[src/rtl/wb_result_stage.sv]
// Registered writeback stage: selects the retiring result, extends load data and
// holds the pipeline while a load waits for memory.
module wb_result_stage #(
  parameter int W       = 32,
  parameter int NSRC    = 4,
  parameter int ALU_IDX = 0,
  parameter int MEM_IDX = 1,
  localparam int SELW   = ($clog2(NSRC) > 1) ? $clog2(NSRC) : 1
) (
  input  logic              clk,
  input  logic              rst_n,
  input  logic              in_valid,
  output logic              in_ready,
  input  logic [SELW-1:0]   in_sel,
  input  logic [NSRC*W-1:0] in_src,
  input  logic [4:0]        in_rd,
  input  logic              in_reg_write,
  input  logic [2:0]        in_funct3,
  input  logic              flush,
  input  logic              dmem_rvalid,
  input  logic [W-1:0]      dmem_rdata,
  output logic              rf_we,
  output logic [4:0]        rf_rd,
  output logic [W-1:0]      rf_wdata,
  output logic              busy
);

  localparam int OFFW = $clog2(W / 8);

  typedef enum logic [0:0] {
    ST_IDLE = 1'b0,
    ST_WAIT = 1'b1
  } state_t;

  state_t          r_state;
  state_t          w_state_nxt;
  logic            r_ready;
  logic            r_busy;
  logic            r_rf_we;
  logic [4:0]      r_rf_rd;
  logic [W-1:0]    r_rf_wdata;
  logic [4:0]      r_pend_rd;
  logic            r_pend_we;
  logic [2:0]      r_pend_f3;
  logic [OFFW-1:0] r_pend_off;

  logic [W-1:0]    w_sel_data;
  logic [OFFW-1:0] w_off;
  logic            w_is_load;
  logic            w_capture;
  logic            w_wr_req;
  logic            w_wr_en;
  logic [4:0]      w_wr_rd;
  logic [W-1:0]    w_wr_data;
  logic            w_we_nxt;
  logic [4:0]      w_rd_nxt;
  logic [W-1:0]    w_wdata_nxt;

  // Sub-word load lanes are shifted down by the byte offset, then sign- or
  // zero-extended by shifting up to the MSB and back down.
  function automatic logic [W-1:0] f_load_extend(
    input logic [2:0]      f3,
    input logic [OFFW-1:0] off,
    input logic [W-1:0]    data
  );
    logic [W-1:0] lane;
    logic [W-1:0] top;
    int           size_bits;
    int           pad;
    lane          = data >> {off, 3'b000};
    size_bits     = 32'sd8 << f3[1:0];
    f_load_extend = data;
    if ((f3 == 3'b111) || (size_bits >= W)) begin
      f_load_extend = data;
    end else begin
      pad = W - size_bits;
      top = lane << pad;
      if (f3[2]) begin
        f_load_extend = top >> pad;
      end else begin
        f_load_extend = $signed(top) >>> pad;
      end
    end
  endfunction

  assign w_off     = in_src[ALU_IDX*W +: OFFW];
  assign w_is_load = (in_sel == SELW'(MEM_IDX));

  // AND-OR source mux; an out-of-range select matches no slot and yields zero.
  always_comb begin
    w_sel_data = '0;
    for (int k = 0; k < NSRC; k++) begin
      w_sel_data = w_sel_data | (in_src[k*W +: W] & {W{in_sel == SELW'(k)}});
    end
  end

  // Next-state, capture and write-port decisions.
  always_comb begin
    w_state_nxt = r_state;
    w_capture   = 1'b0;
    w_wr_req    = 1'b0;
    w_wr_en     = in_reg_write;
    w_wr_rd     = in_rd;
    w_wr_data   = w_sel_data;
    w_we_nxt    = 1'b0;
    w_rd_nxt    = r_rf_rd;
    w_wdata_nxt = r_rf_wdata;
    case (r_state)
      ST_IDLE: begin
        if (in_valid) begin
          if (w_is_load) begin
            if (dmem_rvalid) begin
              w_wr_req  = 1'b1;
              w_wr_data = f_load_extend(in_funct3, w_off, dmem_rdata);
            end else begin
              w_capture   = 1'b1;
              w_state_nxt = ST_WAIT;
            end
          end else begin
            w_wr_req = 1'b1;
          end
        end else begin
          w_wr_req = 1'b0;
        end
      end
      ST_WAIT: begin
        w_wr_en   = r_pend_we;
        w_wr_rd   = r_pend_rd;
        w_wr_data = f_load_extend(r_pend_f3, r_pend_off, dmem_rdata);
        if (dmem_rvalid) begin
          w_wr_req    = 1'b1;
          w_state_nxt = ST_IDLE;
        end else begin
          w_state_nxt = ST_WAIT;
        end
      end
      default: begin
        w_state_nxt = ST_IDLE;
      end
    endcase
    // Flush overrides everything on its edge, including a late rvalid.
    if (flush) begin
      w_state_nxt = ST_IDLE;
      w_capture   = 1'b0;
      w_wr_req    = 1'b0;
    end else begin
      w_capture   = w_capture;
    end
    if (w_wr_req && w_wr_en && (w_wr_rd != 5'd0)) begin
      w_we_nxt    = 1'b1;
      w_rd_nxt    = w_wr_rd;
      w_wdata_nxt = w_wr_data;
    end else begin
      w_we_nxt    = 1'b0;
    end
  end

  // FSM state with registered handshake and busy flags.
  always_ff @(posedge clk or negedge rst_n) begin
    if (!rst_n) begin
      r_state <= ST_IDLE;
      r_ready <= 1'b1;
      r_busy  <= 1'b0;
    end else begin
      r_state <= w_state_nxt;
      r_ready <= (w_state_nxt == ST_IDLE);
      r_busy  <= (w_state_nxt == ST_WAIT);
    end
  end

  // Register-file write port.
  always_ff @(posedge clk or negedge rst_n) begin
    if (!rst_n) begin
      r_rf_we    <= 1'b0;
      r_rf_rd    <= 5'd0;
      r_rf_wdata <= '0;
    end else begin
      r_rf_we    <= w_we_nxt;
      r_rf_rd    <= w_rd_nxt;
      r_rf_wdata <= w_wdata_nxt;
    end
  end

  // Context of a load still waiting on memory.
  always_ff @(posedge clk or negedge rst_n) begin
    if (!rst_n) begin
      r_pend_rd  <= 5'd0;
      r_pend_we  <= 1'b0;
      r_pend_f3  <= 3'b000;
      r_pend_off <= '0;
    end else if (w_capture) begin
      r_pend_rd  <= in_rd;
      r_pend_we  <= in_reg_write;
      r_pend_f3  <= in_funct3;
      r_pend_off <= w_off;
    end else begin
      r_pend_rd  <= r_pend_rd;
      r_pend_we  <= r_pend_we;
      r_pend_f3  <= r_pend_f3;
      r_pend_off <= r_pend_off;
    end
  end

  assign in_ready = r_ready;
  assign busy     = r_busy;
  assign rf_we    = r_rf_we;
  assign rf_rd    = r_rf_rd;
  assign rf_wdata = r_rf_wdata;

endmodule

[config.mk]
export PLATFORM = sky130hd
export DESIGN_NAME = wb_result_stage
export DESIGN_NICKNAME = d
export VERILOG_FILES = /design/src/rtl/wb_result_stage.sv
export SDC_FILE = /design/constraint.sdc
export NUM_CORES = 1
export LEC_CHECK = 0
export ABC_CLOCK_PERIOD_IN_PS = 2280
export BUFFER_PORTS_ARGS = -buffer_cell sky130_fd_sc_hd__buf_2
export CORE_UTILIZATION = 48
export CTS_CLUSTER_DIAMETER = 50
export CTS_CLUSTER_SIZE = 40
export DETAILED_ROUTE_END_ITERATION = 10
export HOLD_SLACK_MARGIN = 0.03
export PLACE_DENSITY = 0.82
export RECOVER_POWER = 25
export SLEW_MARGIN = 25
export SYNTH_ARGS = -nofsm -noshare
export SYNTH_HDL_FRONTEND = slang
export SYNTH_SLANG_ARGS = --single-unit
[constraint.sdc]
create_clock -name clk -period 2.28 [get_ports clk]
set_input_delay 0.114 -clock clk [delete_from_list [all_inputs] [get_ports clk]]
set_output_delay 0.114 -clock clk [all_outputs]
set_load 0.02 [all_outputs]
==> results.txt, run 1 <==
----------------------------------------------------
[Min path]
  Hold Crit Endpoint ... r_pend_we$_DFFE_PN0P_
  Worst Hold Class ... in2reg
  Count of cells along the worst hold path ... 2
  Startpoint of the worst hold path ... in_reg_write

[Global routing]
  Via count of the first global-routing pass ... between 5k and 6k
  Initial antenna violation count ... 0
  Global-route wire length before repair ... approximately 26 mm
  Maximum number of pins on one net before global-route repair ... 37
  Aggregate global-route resource usage ... 33.9%
  Total global routing overflow ... 0

[Placed design]
  Buffers added on ports ... roughly 220
  Global placer's final weighted congestion ... between 0.9 and 1
  Placed wire-length estimate after detailed placement ... ~13 mm

[Setup path]
  Startpoint of the worst register-to-register path ... r_pend_rd[3]$_DFFE_PN0P_
  CP Capture Type ... flop
  Crit path required time ... 2.49 ns
  Reg2reg end ... rf_wdata[12]$_DFFE_PN0P_
  Start point of the critical path ... r_pend_rd[3]$_DFFE_PN0P_
  CP max FO ... 36
  Crit path cell chain ... or4_1 > o21a_1 > o21ai_1 > inv_2 > o221a_2
  Setup crit start kind ... flop
  Slowest stage cell on the critical path ... sky130_fd_sc_hd__or4_1
  Worst Setup Path Type ... reg2reg
  Critical path's top delay family ... compound AO/OA/AOI/OAI gates
  Worst reg-to-reg setup slack ... between 0.15 and 0.2 ns
  Longest individual stage delay on the worst path ... between 0.5 and 0.6 ns
  Buf/Inv on CP ... 1
  Worst Path Arrival ... approximately 2.3 ns
  Worst Reg2Reg Path Length in Cells ... 5

[Cells and area]
  Fillcell total ... roughly 830
  P&R area growth vs syn ... 28.2%
  Antenna diodes ... 0
  Ratio of cells with drive above 1 in the final layout ... between 40% and 50%
  Final Util ... roughly 64%
  Nets ... approximately 870
  Register Area ... 1280 um2
  Area of the multi-input gates ... a little over 3000 um2

[Synthesis]
  Most frequent cells after synthesis ... sky130_fd_sc_hd__dfrtp_1, sky130_fd_sc_hd__nand2_1, sky130_fd_sc_hd__nor2_1, sky130_fd_sc_hd__a21oi_1, sky130_fd_sc_hd__mux4_2
  Count of flip-flops with a built-in enable after synthesis ... 0
  Summed instance area of the synthesized netlist ... 4660 um2
  Post-synthesis instance total ... roughly 500
  Cell accounting for the most synthesized area ... sky130_fd_sc_hd__dfrtp_1
  Cell types with the largest area share after synthesis ... sky130_fd_sc_hd__dfrtp_1, sky130_fd_sc_hd__mux4_2, sky130_fd_sc_hd__mux2i_1
  Async S/R FF share, synth ... 100%
  Mapped Avg Cell Area ... about 9.4 um2
  Yosys top cell area share ... about 27%
  Total number of yosys warnings ... 0
  Mapped Nets ... around 670
  Number of synthesized register bits ... 51
  Dominant cell by count in the synthesized netlist ... sky130_fd_sc_hd__dfrtp_1
  Top_reg_cell synth ... sky130_fd_sc_hd__dfrtp_1
  Post-synthesis sequential area ratio ... roughly 27%
  Synth unique cells ... just under 60

[Die]
  I/O pin count ... about 220
  Initial cell density of the core ... 50.0%
  Die Span Y ... 101 um
  Std cell rows ... 35
  Die Area ... roughly 10000 um2
  Placeable core region ... roughly 9300 um2
  Width of the die ... around 100 um

[Detailed routing]
  Pre-antenna DRT Iters ... 5
  Wire length per cell after detailed routing ... slightly above 20 um
  Total wire length ... roughly 17 mm
  Post-route DRC ... 0
  Detail Route Antenna Nets ... 0
  Via-to-Cell Ratio ... ~6.3
  Count of vias placed by the detailed router ... about 5k
  Starting DRT DRC Count ... around 500

[Outcome]
  Violated checks ... max-capacitance violations, max-slew violations
  Result of the run ... finished with violations

[Power and ir drop]
  Leak ... 0.00278 uW
  Power per cell area ... between 600 and 700 nW/um2
  Peak supply drop ... approximately 0.35 mV

[CTS]
  Clock sink count ... 51
  Buffer type at the clock tree root ... sky130_fd_sc_hd__clkbuf_8
  Maximum root-to-sink buffer count ... 2
  Clock latency on the worst-skew pair ... ~0.32 ns
  # H-tree levels ... 2
  Clock tree from TritonCTS ... built
  Post-CTS clock slew at the launch and capture registers of the worst setup and hold paths ... about 0.11 ns
  Clock buffer count from CTS ... 5

[Timing]
  Setup TNS after final layout ... 0 ns
  Top achievable clock speed ... between 400 and 500 MHz
  Slew at the pin closest to its max-slew limit ... around 1.8 ns
  Time the final worst path needs with I/O delays and setup ... between 2 and 2.5 ns
  Worst Clk Skew ... 0.00616 ns
  Relative slew slack ... -18.7%
  Setup repair after global routing missed its margin ... false
  Tcrit/Tclk final ... 93.1%
  Final max-slew violation count ... 27
  Final Hold Fails ... 0
  Final setup fails ... 0

[Flow run]
  Max capacitance violation total ... 1

----------------------------------------------------
## repair_timing
action                                 CTS  global route
endpoints found under the hold margin   26             0
setup buffers                            0             0
resized for setup                        0             0
hold buffers                             1             0
## metal layers
layer	part of all wire, %	wire, um	up-vias	global-route usage (%)
met3	8.0	1330	45	4.85
li1	-	-	2313	-
met1	40	6740	2480	44.8
met2	49	8140	298	55.7
met5	0	0	-	0
met4	3.1	527	0	14.5
## state kept, by name, indices dropped and copies added, names as in the netlist
| name | count |
|---|---|
| r_pend_off | 2 |
| r_pend_rd | 5 |
| rf_we | 1 |
| r_pend_we | 1 |
| rf_wdata | 32 |
| rf_rd | 5 |
| busy | 1 |
| in_ready | 1 |
| r_pend_f3 | 3 |
## worst max path at each step
| stage | endpoint | cells after the start |
|---|---|---|
| global placement | rf_wdata[12]$_DFFE_PN0P_ | 5 |
| detailed placement | rf_wdata[10]$_DFFE_PN0P_ | 5 |
| CTS | rf_wdata[12]$_DFFE_PN0P_ | 5 |
| finish | rf_wdata[12]$_DFFE_PN0P_ | 5 |
| global route | rf_wdata[21]$_DFFE_PN0P_ | 6 |
| floorplan | rf_wdata[11]$_DFFE_PN0P_ | 7 |
## cell usage in the layout (no fill, tap or decap), types with 13 or more instances in the layout
master                     Yosys  routed
sky130_fd_sc_hd__o221ai_1     15      15
sky130_fd_sc_hd__buf_2        17     203
sky130_fd_sc_hd__nor2_1       39      39
sky130_fd_sc_hd__dfrtp_1      50      50
sky130_fd_sc_hd__a31oi_1      13      13
sky130_fd_sc_hd__mux4_2       33      33
sky130_fd_sc_hd__o21ai_0      20      20
sky130_fd_sc_hd__buf_4         2      18
sky130_fd_sc_hd__a211oi_1     20      20
sky130_fd_sc_hd__mux2_2       15      15
sky130_fd_sc_hd__nand2_1      43      43
sky130_fd_sc_hd__a21oi_1      33      33
sky130_fd_sc_hd__inv_1        21      21
sky130_fd_sc_hd__mux2i_1      30      30
## report_power, final
| part | internal (uW) | switching (uW) | leakage, uW |
|---|---|---|---|
| clock network | 438 | 346 | 0.0000644 |
| logic | 699 | 949 | 0.00211 |
| registers | 1110 | 153 | 0.000602 |
## area by class of cell
type                            instances  share of cell area, %
Clock inverter                          3                   1.13
Clock buffer                            5                   1.15
Tap cell                              129                   2.70
Sequential cell                        51                   21.4
Inverter                               22                   1.38
Timing Repair Buffer                  235                   20.5
Multi-Input combinational cell        376                   51.7
## stage by stage
step | cell area (um2) | hold slack (ns) | setup slack (ns) | cells | power, uW
2_1_floorplan | 4660 | -0.182 | 0.219 | 495 | 2300
3_3_place_gp | 5840 | 0.197 | 0.248 | 812 | 2870
3_5_place_dp | 5840 | 0.219 | 0.189 | 812 | 2910
4_1_cts | 5990 | 0.0425 | 0.172 | 821 | 3690
5_1_grt | 5980 | 0.0410 | 0.0249 | 821 | 3870
6_report | 5980 | 0.0449 | 0.157 | 821 | 3690
## cells by family after synthesis
| group | after synthesis | synth area share (%) |
|---|---|---|
| buf+inv | 68 | 6.25 |
| simple gates | 119 | 11.9 |
| compound gates | 179 | 28.4 |
| mux | 78 | 26.0 |
| flops | 51 | 27.4 |
## worst register-to-register path, delay by kind of cell (launching register included)
family | cells | cell delay, ns
compound gates | 3 | 0.80
simple gates | 1 | 0.52
flops | 1 | 0.40
buf+inv | 1 | 0.30
No activity file was read; power rests on OpenSTA's default activity.
==> inputs of run 2 (changes only) <==
Settings changed: ABC_CLOCK_PERIOD_IN_PS 2280 to 2600, CORE_UTILIZATION 48 to 52, PLACE_DENSITY 0.82 to 0.88.
Clock period 2.28 ns to 2.6 ns, I/O delays scaled along.
==> results.txt, run 2 (synthesis results as in run 1) <==
----------------------------------------------------
[Cells and area]
  Fillcell total ... around 740
  Commonest non-fill, non-tap cell in the layout ... sky130_fd_sc_hd__buf_2
  Nets ... 862
  Final Util ... 67.4%
  Antenna diodes ... 0
  Area of the multi-input gates ... ~3000 um2
  Non-filler instance count after layout ... about 800
  P&R area growth vs syn ... 25.6%
  Final Cell Area ... around 6000 um2
  Register Area ... approximately 1300 um2
  Commonest cells after routing, fill and taps aside ... sky130_fd_sc_hd__buf_2, sky130_fd_sc_hd__dfrtp_1, sky130_fd_sc_hd__nand2_1
  Ratio of cells with drive above 1 in the final layout ... around two fifths
  Flip-flop count of the largest register after layout ... 32

[Timing]
  Worst Clk Skew ... a little over 0.01 ns
  Slew at the pin closest to its max-slew limit ... 1.28 ns
  Final Hold Fails ... 0
  Top achievable clock speed ... ~430 MHz
  Setup repair after global routing missed its margin ... false
  Time the final worst path needs with I/O delays and setup ... 2.31 ns
  Final setup fails ... 0
  Setup TNS after final layout ... 0 ns
  Relative slew slack ... roughly 15%
  Tcrit/Tclk final ... between 80 and 90%
  Final max-slew violation count ... 0

[Global routing]
  Aggregate global-route resource usage ... 34.8%
  Global-route wire length before repair ... between 20 and 30 mm
  Maximum number of pins on one net before global-route repair ... 37
  Via count of the first global-routing pass ... slightly above 5k
  Total global routing overflow ... 0
  Initial antenna violation count ... 0

[Die]
  Std cell rows ... 34
  Die Area ... ~9300 um2
  Initial cell density of the core ... 53.7%
  Width of the die ... between 90 and 100 um
  I/O pin count ... 216
  Die Span Y ... 96.7 um
  Placeable core region ... a little under 9000 um2

[Placed design]
  Global placer's final weighted congestion ... 0.932
  Placed Instances ... a little under 800
  Buffers added on ports ... about 220
  Instance area at placement ... just under 6000 um2
  Placed wire-length estimate after detailed placement ... 12.5 mm

[Setup path]
  Crit path required time ... approximately 2.8 ns
  Setup crit start kind ... flop
  Buf/Inv on CP ... 0
  CP Capture Type ... flop
  Critical path's top delay family ... compound AO/OA/AOI/OAI gates
  Startpoint of the worst register-to-register path ... busy$_DFF_PN0_
  Worst reg-to-reg setup slack ... 0.29 ns
  CP max FO ... 12
  Reg2reg end ... rf_wdata[28]$_DFFE_PN0P_
  Longest individual stage delay on the worst path ... approximately 0.62 ns
  Slowest stage cell on the critical path ... sky130_fd_sc_hd__o32ai_4
  Worst Path Arrival ... approximately 2.5 ns
  Start point of the critical path ... busy$_DFF_PN0_
  Crit path cell chain ... nand3b_1 > a211oi_2 > nand2_1 > o32ai_4 > a211oi_1
  Worst Setup Path Type ... reg2reg
  Worst Reg2Reg Path Length in Cells ... 5

[CTS]
  Cells resized by post-CTS repair ... 0
  # H-tree levels ... 2
  Clock latency on the worst-skew pair ... 0.33 ns
  Clock sink count ... 51
  Buffer type at the clock tree root ... sky130_fd_sc_hd__clkbuf_8
  Maximum root-to-sink buffer count ... 2
  Clock tree from TritonCTS ... built
  Post-CTS clock slew at the launch and capture registers of the worst setup and hold paths ... 0.11 ns
  Clock buffer count from CTS ... 5

[Power and ir drop]
  Power share of the sequential group ... a little over a third
  Peak supply drop ... roughly 0.33 mV
  Net switching component of the power ... about 1300 uW
  Leak ... approximately 0.0027 uW
  Internal Pwr Total ... ~1800 uW
  Portion of total power attributed to combinational logic ... a little under half
  Switching part of the total power ... around two fifths
  Power per cell area ... approximately 520 nW/um2
  Fraction of power consumed by the clock network ... 16.3%

[Min path]
  Count of cells along the worst hold path ... 2
  Worst Hold Class ... in2reg
  Startpoint of the worst hold path ... in_rd[4]
  Hold Crit Endpoint ... r_pend_rd[4]$_DFFE_PN0P_

[Detailed routing]
  Total wire length ... approximately 16 mm
  Pre-antenna DRT Iters ... 6
  Count of vias placed by the detailed router ... ~5.2k
  Post-route DRC ... 0
  Via-to-Cell Ratio ... between 6 and 7
  Detail Route Antenna Nets ... 0
  Wire length per cell after detailed routing ... ~20 um
  Starting DRT DRC Count ... around 480

[Outcome]
  Result of the run ... completed

[Flow run]
  Max capacitance violation total ... 0

----------------------------------------------------
[run 2: per-stage QoR]
| stage | hold slack, ns | worst slack [ns] | total power (uW) |
|---|---|---|---|
| 2_1_floorplan | -0.166 | 0.539 | 2020 |
| 3_3_place_gp | 0.126 | 0.445 | 2510 |
| 3_5_place_dp | 0.131 | 0.281 | 2550 |
| 4_1_cts | 0.0618 | 0.324 | 3040 |
| 5_1_grt | 0.0608 | 0.197 | 3210 |
| 6_report | 0.0658 | 0.287 | 3040 |
[run 2: layout make-up]
cell class              count  area share, %
repair buffers            230           20.1
clock buffers               5           1.18
multi-input cells         376           52.8
clock inverters             3          0.385
inverters                  22           1.41
well taps                 108           2.31
flip-flops and latches     51           21.8
[run 2: routing by layer]
metal	up-vias	GRT usage [%]	part of all wire (%)
met2	351	58.6	50
met3	44	7.15	8.9
met5	-	0	0
li1	2306	-	-
met1	2494	44.0	38
met4	0	13.1	2.9
[run 2: worst max-delay path by stage]
stage	endpoint	depth (start not counted)	slack, ns
final	rf_wdata[28]$_DFFE_PN0P_	5	0.29
after global routing	rf_wdata[28]$_DFFE_PN0P_	5	0.20
after CTS	rf_wdata[28]$_DFFE_PN0P_	5	0.32
after detailed placement	rf_wdata[28]$_DFFE_PN0P_	6	0.28
after global placement	rf_wdata[19]$_DFFE_PN0P_	6	0.45
after floorplan	rf_wdata[11]$_DFFE_PN0P_	7	0.54
[run 2: power by group through the flow]
stage | sequential [uW] | combinational [uW] | clock [uW]
floorplan | 1260 | 765 | 0
global placement | 1100 | 1410 | 0
detailed placement | 1110 | 1440 | 0
CTS | 1090 | 1450 | 505
global route | 1120 | 1550 | 541
finish | 1100 | 1450 | 495
[run 2: timing repair]
item | in CTS | in global routing
hold buffers | 1 | 0
endpoints found under the setup margin | 0 | 0
hold endpoints to repair | 21 | 0
buffers inserted | 0 | 0
[run 2: worst reg2reg max path, cell delays in order, from the launching register on]
cell	delay, ns
sky130_fd_sc_hd__dfrtp_1	0.42
sky130_fd_sc_hd__nand3b_1	0.18
sky130_fd_sc_hd__a211oi_2	0.39
sky130_fd_sc_hd__nand2_1	0.45
sky130_fd_sc_hd__o32ai_4	0.63
sky130_fd_sc_hd__a211oi_1	0.12
==> inputs of run 3 (changes only) <==
Settings changed: ABC_CLOCK_PERIOD_IN_PS 2600 to 2500, CORE_UTILIZATION 52 to 48, PLACE_DENSITY 0.88 to 0.82.
Clock period 2.6 ns to 2.5 ns, I/O delays scaled along.
==> results.txt, run 3 (synthesis results as in run 1) <==
----------------------------------------------------
[Cells and area]
  Commonest cells after routing, fill and taps aside ... sky130_fd_sc_hd__buf_2, sky130_fd_sc_hd__dfrtp_1, sky130_fd_sc_hd__nand2_1
  Ratio of cells with drive above 1 in the final layout ... roughly 41%
  Commonest non-fill, non-tap cell in the layout ... sky130_fd_sc_hd__buf_2
  Final Cell Area ... 5870 um2
  Antenna diodes ... 0
  P&R area growth vs syn ... 26.0%
  Non-filler instance count after layout ... slightly above 800
  Flip-flop count of the largest register after layout ... 32
  Nets ... about 860

[Global routing]
  GR Layer Usage met3 ... under 10%
  Global Route met2 Usage ... between 50% and 60%
  Via count of the first global-routing pass ... between 5k and 6k
  Aggregate global-route resource usage ... 33.3%
  Total global routing overflow ... 0
  Global-route track usage on met1 ... a little over two fifths
  Maximum number of pins on one net before global-route repair ... 38
  Initial antenna violation count ... 0
  Global-route wire length before repair ... about 26 mm
  GR peak layer ... met2

[CTS]
  # H-tree levels ... 2
  Clock latency on the worst-skew pair ... approximately 0.33 ns
  Buffer type at the clock tree root ... sky130_fd_sc_hd__clkbuf_8
  Clock buffer count from CTS ... 5
  Clock sink count ... 51
  Post-CTS Repair Setup Buffers ... 0
  Maximum root-to-sink buffer count ... 2
  Clock tree from TritonCTS ... built
  Post-CTS clock slew at the launch and capture registers of the worst setup and hold paths ... roughly 0.1 ns

[Timing]
  Slew at the pin closest to its max-slew limit ... 0.894 ns
  Top achievable clock speed ... 432 MHz
  Worst Clk Skew ... roughly 0.01 ns
  Tcrit/Tclk final ... between 90% and 100%
  Setup repair after global routing missed its margin ... false
  Final setup fails ... 0
  Relative slew slack ... 40.4%
  Time the final worst path needs with I/O delays and setup ... 2.32 ns
  Final Hold Fails ... 0
  Setup TNS after final layout ... 0 ns
  WHS ... ~0.057 ns
  Final max-slew violation count ... 0

[Setup path]
  Crit path cell chain ... nand3b_1 > a211oi_2 > nand2_1 > o32ai_4 > a211oi_1
  Worst Setup Path Type ... reg2reg
  Longest individual stage delay on the worst path ... 0.60 ns
  Start point of the critical path ... busy$_DFF_PN0_
  Crit path required time ... 2.69 ns
  Worst reg-to-reg setup slack ... between 0.15 and 0.2 ns
  Setup crit start kind ... flop
  Reg2reg end ... rf_wdata[17]$_DFFE_PN0P_
  Startpoint of the worst register-to-register path ... busy$_DFF_PN0_
  Slowest stage cell on the critical path ... sky130_fd_sc_hd__o32ai_4
  Worst Path Arrival ... 2.51 ns
  Worst setup path endpoint ... rf_wdata[17]$_DFFE_PN0P_
  Worst Reg2Reg Path Length in Cells ... 5
  CP max FO ... 12
  CP Capture Type ... flop

[Flow run]
  Max capacitance violation total ... 0

[Detailed routing]
  Pre-antenna DRT Iters ... 5
  Total wire length ... ~16 mm
  Via-to-Cell Ratio ... slightly above 6
  Starting DRT DRC Count ... 395
  Post-route DRC ... 0
  Wire length per cell after detailed routing ... about 20 um
  Count of vias placed by the detailed router ... 5068
  Detail Route Antenna Nets ... 0

[Die]
  Placeable core region ... between 9000 and 10000 um2
  Initial cell density of the core ... 50.0%
  Die Area ... 10100 um2
  Width of the die ... just over 100 um
  I/O pin count ... about 220
  Std cell rows ... 35
  Die Span Y ... between 100 and 150 um

[Power and ir drop]
  Leak ... 0.00270 uW
  Power per cell area ... 535 nW/um2
  Peak supply drop ... 0.361 mV
  Total power ... 3140 uW

[Outcome]
  Result of the run ... completed

[Placed design]
  Buffers added on ports ... around 220
  Global placer's final weighted congestion ... 0.997
  Instance area at placement ... a little under 6000 um2
  Placed Instances ... 808
  Placed wire-length estimate after detailed placement ... around 13 mm

[Min path]
  Worst Hold Class ... in2reg

----------------------------------------------------
==> run 3: cell count changes in the layout (fill, tap and decap cells not counted), sizes merged <==
| cell | change |
|---|---|
| buf | -7 |
| clkinvlp | +2 |
| inv | -2 |
| clkbuf | +8 |
==> run 3: metal layers <==
| metal | wire (um) | up-vias |
|---|---|---|
| met5 | 0 | - |
| met4 | 401 | 0 |
| met3 | 1520 | 35 |
| met2 | 8060 | 277 |
| met1 | 6430 | 2446 |
| li1 | - | 2310 |
==> run 3: final cells by class <==
cell class | instances | area, um2
Fill cell | 839 | 3450
Multi-Input combinational cell | 376 | 3090
Sequential cell | 51 | 1280
Timing Repair Buffer | 231 | 1170
Tap cell | 129 | 161
Inverter | 22 | 82.6
Clock buffer | 5 | 68.8
Clock inverter | 3 | 20.0
==> run 3: repair_timing <==
action,in CTS,in global routing
endpoints found under the hold margin,14,0
gates resized for setup,0,0
hold buffers,1,0
==> run 3: worst max-delay path, delay by kind of cell (launching register included) <==
kind	cells	cell delay [ns]
AOI/OAI and AO/OA	3	1.10
DFF	1	0.46
and+or+nand+nor	2	0.62
==> run 3: worst min path at each step <==
stage,slack [ns],cells after the start,end,from
3_3_place_gp,0.05,1,rf_wdata[22]$_DFFE_PN0P_,rst_n
3_5_place_dp,0.06,1,rf_wdata[23]$_DFFE_PN0P_,rst_n
5_1_grt,0.05,2,r_pend_we$_DFFE_PN0P_,in_reg_write
4_1_cts,0.05,2,r_pend_we$_DFFE_PN0P_,in_reg_write
2_1_floorplan,-0.17,0,busy$_DFF_PN0_,rst_n
6_report,0.06,2,r_pend_we$_DFFE_PN0P_,in_reg_write
==> run 3: power by group <==
group          leakage (uW)  total (uW)  internal (uW)  switching, uW
clock             0.0000402         506            196            311
sequential         0.000602        1150           1010            144
combinational       0.00206        1480            621            864
==> run 3: through the flow <==
stage,util (%),worst slack [ns]
detailed placement,62.2,0.225
CTS,63.3,0.228
finish,63.0,0.184
global route,63.0,0.0384
floorplan,-,0.439
global placement,62.2,0.333
